<file path="src/rtl/led_pattern_arbiter_pkg.sv">
// Shared constants for the status-LED arbiter: pattern codes, source indices,
// lamp-test state encodings and the pattern-to-drive decode helper.
package led_pattern_arbiter_pkg;

  localparam logic [2:0] LED_PAT_OFF    = 3'd0;
  localparam logic [2:0] LED_PAT_GREEN  = 3'd1;
  localparam logic [2:0] LED_PAT_RED    = 3'd2;
  localparam logic [2:0] LED_PAT_AMBER  = 3'd3;
  localparam logic [2:0] LED_PAT_G_SLOW = 3'd4;
  localparam logic [2:0] LED_PAT_R_SLOW = 3'd5;
  localparam logic [2:0] LED_PAT_R_FAST = 3'd6;
  localparam logic [2:0] LED_PAT_ALT    = 3'd7;

  localparam logic [1:0] SRC_NORMAL   = 2'd0;
  localparam logic [1:0] SRC_BIOS     = 2'd1;
  localparam logic [1:0] SRC_FAULT    = 2'd2;
  localparam logic [1:0] SRC_IDENTIFY = 2'd3;

  localparam logic [1:0] LT_RED   = 2'd0;
  localparam logic [1:0] LT_GREEN = 2'd1;
  localparam logic [1:0] LT_OFF   = 2'd2;
  localparam logic [1:0] LT_RUN   = 2'd3;

  typedef struct packed {
    logic       idle;
    logic [1:0] src;
    logic [2:0] pat;
  } grant_t;

  typedef struct packed {
    logic green;
    logic red;
  } drive_t;

  // Phase inputs are 1 during the "on" half of each blink period.
  function automatic drive_t pattern_drive(input logic [2:0] pat,
                                           input logic       slow_on,
                                           input logic       fast_on);
    drive_t d;
    d = '{green: 1'b0, red: 1'b0};
    case (pat)
      LED_PAT_OFF:    d = '{green: 1'b0, red: 1'b0};
      LED_PAT_GREEN:  d.green = 1'b1;
      LED_PAT_RED:    d.red = 1'b1;
      LED_PAT_AMBER:  d = '{green: 1'b1, red: 1'b1};
      LED_PAT_G_SLOW: d.green = slow_on;
      LED_PAT_R_SLOW: d.red = slow_on;
      LED_PAT_R_FAST: d.red = fast_on;
      LED_PAT_ALT:    d = '{green: slow_on, red: !slow_on};
    endcase
    return d;
  endfunction

endpackage

</file>
<file path="src/rtl/led_blink_timer.sv">
// Strobe-driven 1 Hz and 4 Hz blink phase generators; Restart forces both
// counters to zero and both phases back to the "on" half.
module led_blink_timer #(
  parameter int SLOW_HALF = 31,
  parameter int FAST_HALF = 8
) (
  input  logic SlowClock,
  input  logic Reset_N,
  input  logic Strobe16ms,
  input  logic Restart,
  output logic SlowPhase,
  output logic FastPhase
);

  localparam int SW = (SLOW_HALF > 1) ? $clog2(SLOW_HALF) : 1;
  localparam int FW = (FAST_HALF > 1) ? $clog2(FAST_HALF) : 1;

  logic [SW-1:0] slow_cnt;
  logic [FW-1:0] fast_cnt;

  always_ff @(posedge SlowClock or negedge Reset_N) begin
    if (!Reset_N) begin
      slow_cnt  <= '0;
      fast_cnt  <= '0;
      SlowPhase <= 1'b1;
      FastPhase <= 1'b1;
    end else if (Restart) begin
      slow_cnt  <= '0;
      fast_cnt  <= '0;
      SlowPhase <= 1'b1;
      FastPhase <= 1'b1;
    end else if (Strobe16ms) begin
      if (slow_cnt == SW'(SLOW_HALF - 1)) begin
        slow_cnt  <= '0;
        SlowPhase <= !SlowPhase;
      end else begin
        slow_cnt <= slow_cnt + 1'b1;
      end
      if (fast_cnt == FW'(FAST_HALF - 1)) begin
        fast_cnt  <= '0;
        FastPhase <= !FastPhase;
      end else begin
        fast_cnt <= fast_cnt + 1'b1;
      end
    end
  end

endmodule

</file>
<file path="src/rtl/led_pattern_arbiter.sv">
// Four-source priority arbiter for one bi-colour status LED with blink patterns.
// Define LED_LAMPTEST_EN to run a red/green/off lamp test after reset.
module led_pattern_arbiter
  import led_pattern_arbiter_pkg::*;
#(
  parameter int SLOW_HALF = 31,
  parameter int FAST_HALF = 8,
  parameter int LAMP_STEP = 31
) (
  input  logic        SlowClock,
  input  logic        Reset_N,
  input  logic        Strobe16ms,
  input  logic [3:0]  ReqValid,
  input  logic [11:0] ReqPattern,
  output logic        LED_G_N,
  output logic        LED_R_N,
  output logic [1:0]  ActiveSrc,
  output logic        Idle,
  output logic        LampTest
);

  logic [1:0] lt_state;
  logic       run_mode;

`ifdef LED_LAMPTEST_EN
  localparam int STEP_W = (LAMP_STEP > 1) ? $clog2(LAMP_STEP) : 1;
  logic [STEP_W-1:0] step_cnt;

  // Lamp test walks red -> green -> off once, then stays in RUN until reset.
  always_ff @(posedge SlowClock or negedge Reset_N) begin
    if (!Reset_N) begin
      lt_state <= LT_RED;
      step_cnt <= '0;
    end else if (Strobe16ms && lt_state != LT_RUN) begin
      if (step_cnt == STEP_W'(LAMP_STEP - 1)) begin
        step_cnt <= '0;
        case (lt_state)
          LT_RED:   lt_state <= LT_GREEN;
          LT_GREEN: lt_state <= LT_OFF;
          default:  lt_state <= LT_RUN;
        endcase
      end else begin
        step_cnt <= step_cnt + 1'b1;
      end
    end
  end
`else
  assign lt_state = LT_RUN;
`endif

  assign run_mode = (lt_state == LT_RUN);
  assign LampTest = !run_mode;

  logic [2:0] req_pat [4];
  grant_t     winner;
  grant_t     grant_q;
  logic       take_sample;
  logic       restart;
  logic       slow_ph;
  logic       fast_ph;
  drive_t     drive;

  always_comb begin
    for (int i = 0; i < 4; i++) begin
      req_pat[i] = ReqPattern[3*i +: 3];
    end
  end

  always_comb begin
    winner = '{idle: 1'b1, src: SRC_NORMAL, pat: LED_PAT_OFF};
    if (ReqValid[SRC_IDENTIFY])
      winner = '{idle: 1'b0, src: SRC_IDENTIFY, pat: req_pat[SRC_IDENTIFY]};
    else if (ReqValid[SRC_FAULT])
      winner = '{idle: 1'b0, src: SRC_FAULT, pat: req_pat[SRC_FAULT]};
    else if (ReqValid[SRC_BIOS])
      winner = '{idle: 1'b0, src: SRC_BIOS, pat: req_pat[SRC_BIOS]};
    else if (ReqValid[SRC_NORMAL])
      winner = '{idle: 1'b0, src: SRC_NORMAL, pat: req_pat[SRC_NORMAL]};
  end

  // A new winner or a new code from the same winner restarts the blink phase.
  assign take_sample = Strobe16ms && run_mode;
  assign restart     = take_sample && (winner != grant_q);

  always_ff @(posedge SlowClock or negedge Reset_N) begin
    if (!Reset_N)
      grant_q <= '{idle: 1'b1, src: SRC_NORMAL, pat: LED_PAT_OFF};
    else if (take_sample)
      grant_q <= winner;
  end

  led_blink_timer #(
    .SLOW_HALF (SLOW_HALF),
    .FAST_HALF (FAST_HALF)
  ) u_blink (
    .SlowClock  (SlowClock),
    .Reset_N    (Reset_N),
    .Strobe16ms (Strobe16ms),
    .Restart    (restart),
    .SlowPhase  (slow_ph),
    .FastPhase  (fast_ph)
  );

  always_comb begin
    drive = '{green: 1'b0, red: 1'b0};
    case (lt_state)
      LT_RED:   drive.red = 1'b1;
      LT_GREEN: drive.green = 1'b1;
      LT_OFF:   drive = '{green: 1'b0, red: 1'b0};
      default: begin
        if (!grant_q.idle)
          drive = pattern_drive(grant_q.pat, slow_ph, fast_ph);
      end
    endcase
  end

  // Pins and status lag the sampling strobe by one clock.
  always_ff @(posedge SlowClock or negedge Reset_N) begin
    if (!Reset_N) begin
      LED_G_N   <= 1'b1;
      LED_R_N   <= 1'b1;
      ActiveSrc <= 2'd0;
      Idle      <= 1'b1;
    end else begin
      LED_G_N   <= !drive.green;
      LED_R_N   <= !drive.red;
      ActiveSrc <= grant_q.src;
      Idle      <= grant_q.idle;
    end
  end

endmodule

</file>
<file path="config.mk">
export PLATFORM = sky130hd
export DESIGN_NAME = led_pattern_arbiter
export DESIGN_NICKNAME = d
export VERILOG_FILES = /design/src/rtl/led_pattern_arbiter_pkg.sv /design/src/rtl/led_blink_timer.sv /design/src/rtl/led_pattern_arbiter.sv
export SDC_FILE = /design/constraint.sdc
export NUM_CORES = 1
export LEC_CHECK = 0
export CAP_MARGIN = 20
export CORE_MARGIN = 10
export CORE_UTILIZATION = 25
export CTS_BUF_LIST = sky130_fd_sc_hd__clkbuf_2
export CTS_CLUSTER_DIAMETER = 40
export DETAILED_ROUTE_END_ITERATION = 8
export SYNTH_ARGS = -nofsm -noshare
export SYNTH_HDL_FRONTEND = slang
export SYNTH_SLANG_ARGS = --single-unit
</file>
<file path="constraint.sdc">
create_clock -name SlowClock -period 2.5 [get_ports SlowClock]
set_input_delay 0.25 -clock SlowClock [delete_from_list [all_inputs] [get_ports SlowClock]]
set_output_delay 0.25 -clock SlowClock [all_outputs]
set_load 0.02 [all_outputs]
</file>
==> impl.org, run 1 <==
** Logic synthesis
- Primary flip-flop cell chosen by synthesis mapping :: sky130_fd_sc_hd__dfrtp_1
- sky130_fd_sc_hd__dfrtp_1 takes more of the synthesized area than any other cell.
- The share of synthesized area in the top cell type comes to 0.2941.
- Synthesized netlist net count :: 141
- Mapped Avg Cell Area :: 10.82 um2
- Yosys printed 0 warnings.
- Summing every instance area after synthesis gives 0.001276 mm2.
- Post-synth EDFFs :: 0
- In the post-synthesis netlist, the biggest area contributors are sky130_fd_sc_hd__dfrtp_1 29%, sky130_fd_sc_hd__dfstp_2 12%, sky130_fd_sc_hd__mux2_2 5.3%, sky130_fd_sc_hd__ha_1 3.9%, sky130_fd_sc_hd__buf_6 2.6%.
- Synthesis handed over a netlist of 118 instances.
- Asr flop ratio synth :: 1.000
- Of the synthesized area, sequential elements account for 0.4176.
- Cell variety after synth :: 45
- Yosys reg bits :: 21

** Global routing
- Residual overflow from global routing :: 0
- The first global-routing pass estimated 4968 um of wire.
- Initial antenna violation count :: 0
- Aggregate global-route resource usage :: 0.06957
- The number of global-route vias before repair was 1,019.
- Largest net degree at the start of global routing :: 22

** Drt
- The detailed router finished its first iteration with 39 violations.
- Final wirelength :: 2810 um
- Using the TritonRoute via totals, the vias-per-cell ratio works out to 4.566.
- First-pass iteration count of the detailed router :: 4
- Once detail routing completed, the nets flagged for antenna violations numbered 0.
- DRC Markers :: 0
- Detailed-route wire length per cell :: 13.25 um
- Via total after detailed routing :: 968

** Timing
- Of the available clock period, the critical path in the final layout requires 0.8603.
- RSZ-0062 raised after global routing :: no
- Peak Freq :: 0.4650 GHz
- Setup violations remaining at the end of the flow were counted as 0.
- Final hold vios :: 0
- Period minus WS final :: 2.151 ns
- The clock arrives with 0.01492 ns of skew.
- Number of pins exceeding their max-slew limit in the final report :: 0

** Clock tree
- Num CTS Buffers :: 3
- For this design, the CTS-stage hold fixing added 0 buffers.
- In this run the clock root is driven by a sky130_fd_sc_hd__clkbuf_2.
- The number of gates resized after CTS was 0.
- TritonCTS clock tree :: built
- Clock edge transition at the registers on the reported setup and hold paths :: 0.20 ns
- CTS H-Tree Depth :: 1
- Worst-skew pair later-pin latency :: 0.31 ns
- Maximum buffer depth of the clock tree :: 2
- Number of buffers inserted to repair setup after CTS :: 0
- For this design, the sink count on the clock tree is 21.

** Worst hold path
- The tightest min-delay check is of the input pin to asynchronous set/reset pin type.

** Floorplanning
- Core Area :: 0.004848 mm2
- The floorplan step defined a die boundary enclosing 0.008363 mm2.
- For this design the top-level I/O count stands at 25.
- Chip Width :: 91.45 um
- The die is 91.45 um tall.
- The initialized floorplan defines 25 standard-cell rows.
- For this configuration, the core starts out at a cell density of 0.2632.

** Cells and area
- In the layout the commonest cells are 23 x sky130_fd_sc_hd__clkdlybuf4s50_1, 15 x sky130_fd_sc_hd__dfrtp_1, 8 x sky130_fd_sc_hd__nand2_1, 8 x sky130_fd_sc_hd__buf_4.
- ANT cells :: 0
- Leaving out fill and tap cells, the most frequent cell in the layout is sky130_fd_sc_hd__clkdlybuf4s50_1.
- Final core utilization :: 0.3314
- Of the cells placed in the final design, the portion with a size suffix greater than 1 is 0.2897.
- Nets :: 169
- Relative to the synthesized area, the layout overhead comes to 25.88%.
- Non-Filler Cell Area, Final :: 0.001607 mm2

** Critical path
- The largest single stage delay on the critical path is 0.70 ns.
- Crit path arrival time :: 2.43 ns
- The critical path is of the input pin to flip-flop type.
- Crit start category :: input pin
- For the worst setup path, the data required time is 2.77 ns.
- The largest individual stage delay along the critical path comes from the cell sky130_fd_sc_hd__clkdlybuf4s50_1.
- Along the worst path, the maximum fanout reaches 9.
- Crit. End Element :: flip-flop
- Cells along the critical path :: clkdlybuf4s50_1 -> nor2b_4 -> or4_4 -> a21oi_2 -> nand4_2 -> buf_4 -> nor3_1 -> a211o_1
- The startpoint identified for the worst register-to-register timing path is grant_q[5].
- R2r worst-path depth :: 7
- In this run the register-to-register setup slack is 0.44 ns.
- The worst register-to-register path ends at u_blink.slow_cnt[3].

** Job
- Max-cap violations in this run came to 0.

** Placement
- Routability congestion estimate :: 0.8405
- Estimated wirelength of the detail-placed design :: 2202 um
- Number of buffer cells added on primary ports :: 23
- In this run the cell area measured after placement is 0.001587 mm2.

** Pwr
- Summed over all cells, the static leakage comes to 0.0006471 uW.
- Of the total power, the share spent switching nets is 0.2915.
- Cell Pwr Density :: 452.9 mW/mm2
- Of the total power, registers draw 0.547.
- The share of total power dissipated in combinational logic is 0.267.
- Pwr Total :: 727.6 uW
- In this run the power spent charging and discharging nets is 212.1 uW.
- Clock power share :: 0.186
- Max IR drop VDD :: 0.1350 mV
- Cell internal power was estimated by the tool at 515.5 uW.

** Outcome
- The run finished with clean final reports.
==> synthesized netlist by cell type (all sizes together) (3+ instances only) <==
cell    number
nand3        3
nand2        8
buf          4
o21ai        5
nor3         7
nor3b        3
dfrtp       15
nor2         6
dfstp        6
inv          5
nand3b       3
clkbuf       3
mux2         6
nor2b        4
a21oi        6
a211oi       5
ha           4
xnor2        3
==> critical path, delay by kind of cell <==
family	cells	cell delay (ns)
AND/OR/NAND/NOR	4	0.96
buffers and inverters	2	0.92
AO/OA/AOI/OAI	2	0.29
==> kinds of logic after synthesis <==
group,count (synthesis),synth area share
compound gates,27,0.1833
xor+xnor,3,0.02059
fa+ha+maj,4,0.03922
buf+inv,13,0.06471
flops,21,0.4176
mux,7,0.06078
other cells,1,0.002938
simple gates,42,0.2108
==> power groups by stage <==
stage | sequential, uW | combinational (uW) | clock, uW
2_1_floorplan | 411 | 109 | 0
4_1_cts | 398 | 199 | 146
3_3_place_gp | 403 | 193 | 0
6_report | 398 | 194 | 136
5_1_grt | 402 | 214 | 164
3_5_place_dp | 405 | 197 | 0
==> metrics by stage <==
| step | cells | setup TNS (ns) | setup slack, ns | hold slack, ns |
|---|---|---|---|---|
| 6_report | 212 | 0 | 0.3492 | 0.2460 |
| 5_1_grt | 212 | 0 | 0.1746 | 0.2183 |
| 4_1_cts | 212 | 0 | 0.3349 | 0.2358 |
| 2_1_floorplan | 118 | 0 | 0.7256 | -0.04559 |
| 3_5_place_dp | 208 | -0.03198 | -0.02182 | 0.4072 |
| 3_3_place_gp | 208 | 0 | 0.04725 | 0.4066 |
==> how the worst max path moves through the flow <==
stage / from / to / slack, ns / depth (start not counted)
floorplan: grant_q[5] / u_blink.slow_cnt[1] / 0.73 / 6
global placement: ReqValid[2] / u_blink.slow_cnt[3] / 0.05 / 8
detailed placement: ReqValid[2] / u_blink.slow_cnt[3] / -0.02 / 9
CTS: ReqValid[2] / u_blink.slow_cnt[4] / 0.33 / 8
global route: ReqValid[2] / u_blink.slow_cnt[3] / 0.17 / 9
finish: ReqValid[2] / u_blink.slow_cnt[3] / 0.35 / 8
==> final cells by class <==
cell class / instances / area, um2
fill: 498 / 3242
timing repair buffer: 31 / 290.3
clock buffer: 3 / 15.01
inverter: 5 / 18.77
multi-input combinational: 84 / 660.6
tap: 67 / 83.83
clock inverter: 1 / 5.005
sequential: 21 / 533.0
==> routing by layer <==
metal	wire length, um	part of all wire	vias up	track usage
li1	-	-	481	-
met1	1335	0.48	464	0.08373
met2	1363	0.49	21	0.1185
met3	96	0.034	2	0.01564
met4	14	0.0050	0	0.02350
met5	0	0	-	0
==> sequential cells by signal, summed over array words and instances (netlist names) <==
| signal | cells |
|---|---|
| u_blink.fast_cnt | 3 |
| Idle | 1 |
| u_blink.FastPhase | 1 |
| grant_q | 6 |
| u_blink.slow_cnt | 5 |
| ActiveSrc | 2 |
| LED_R_N | 1 |
| LED_G_N | 1 |
| u_blink.SlowPhase | 1 |
Power figures use the tool's default switching activity.
==> run 2: changes to the inputs <==
--- a/config.mk
+++ b/config.mk
@@ -5,7 +5,6 @@
 export SDC_FILE = /design/constraint.sdc
 export NUM_CORES = 1
 export LEC_CHECK = 0
-export CAP_MARGIN = 20
 export CORE_MARGIN = 10
 export CORE_UTILIZATION = 25
 export CTS_BUF_LIST = sky130_fd_sc_hd__clkbuf_2
==> results of run 2 <==
Same layout as run 1: the final DEF is identical, and so are final timing and power.
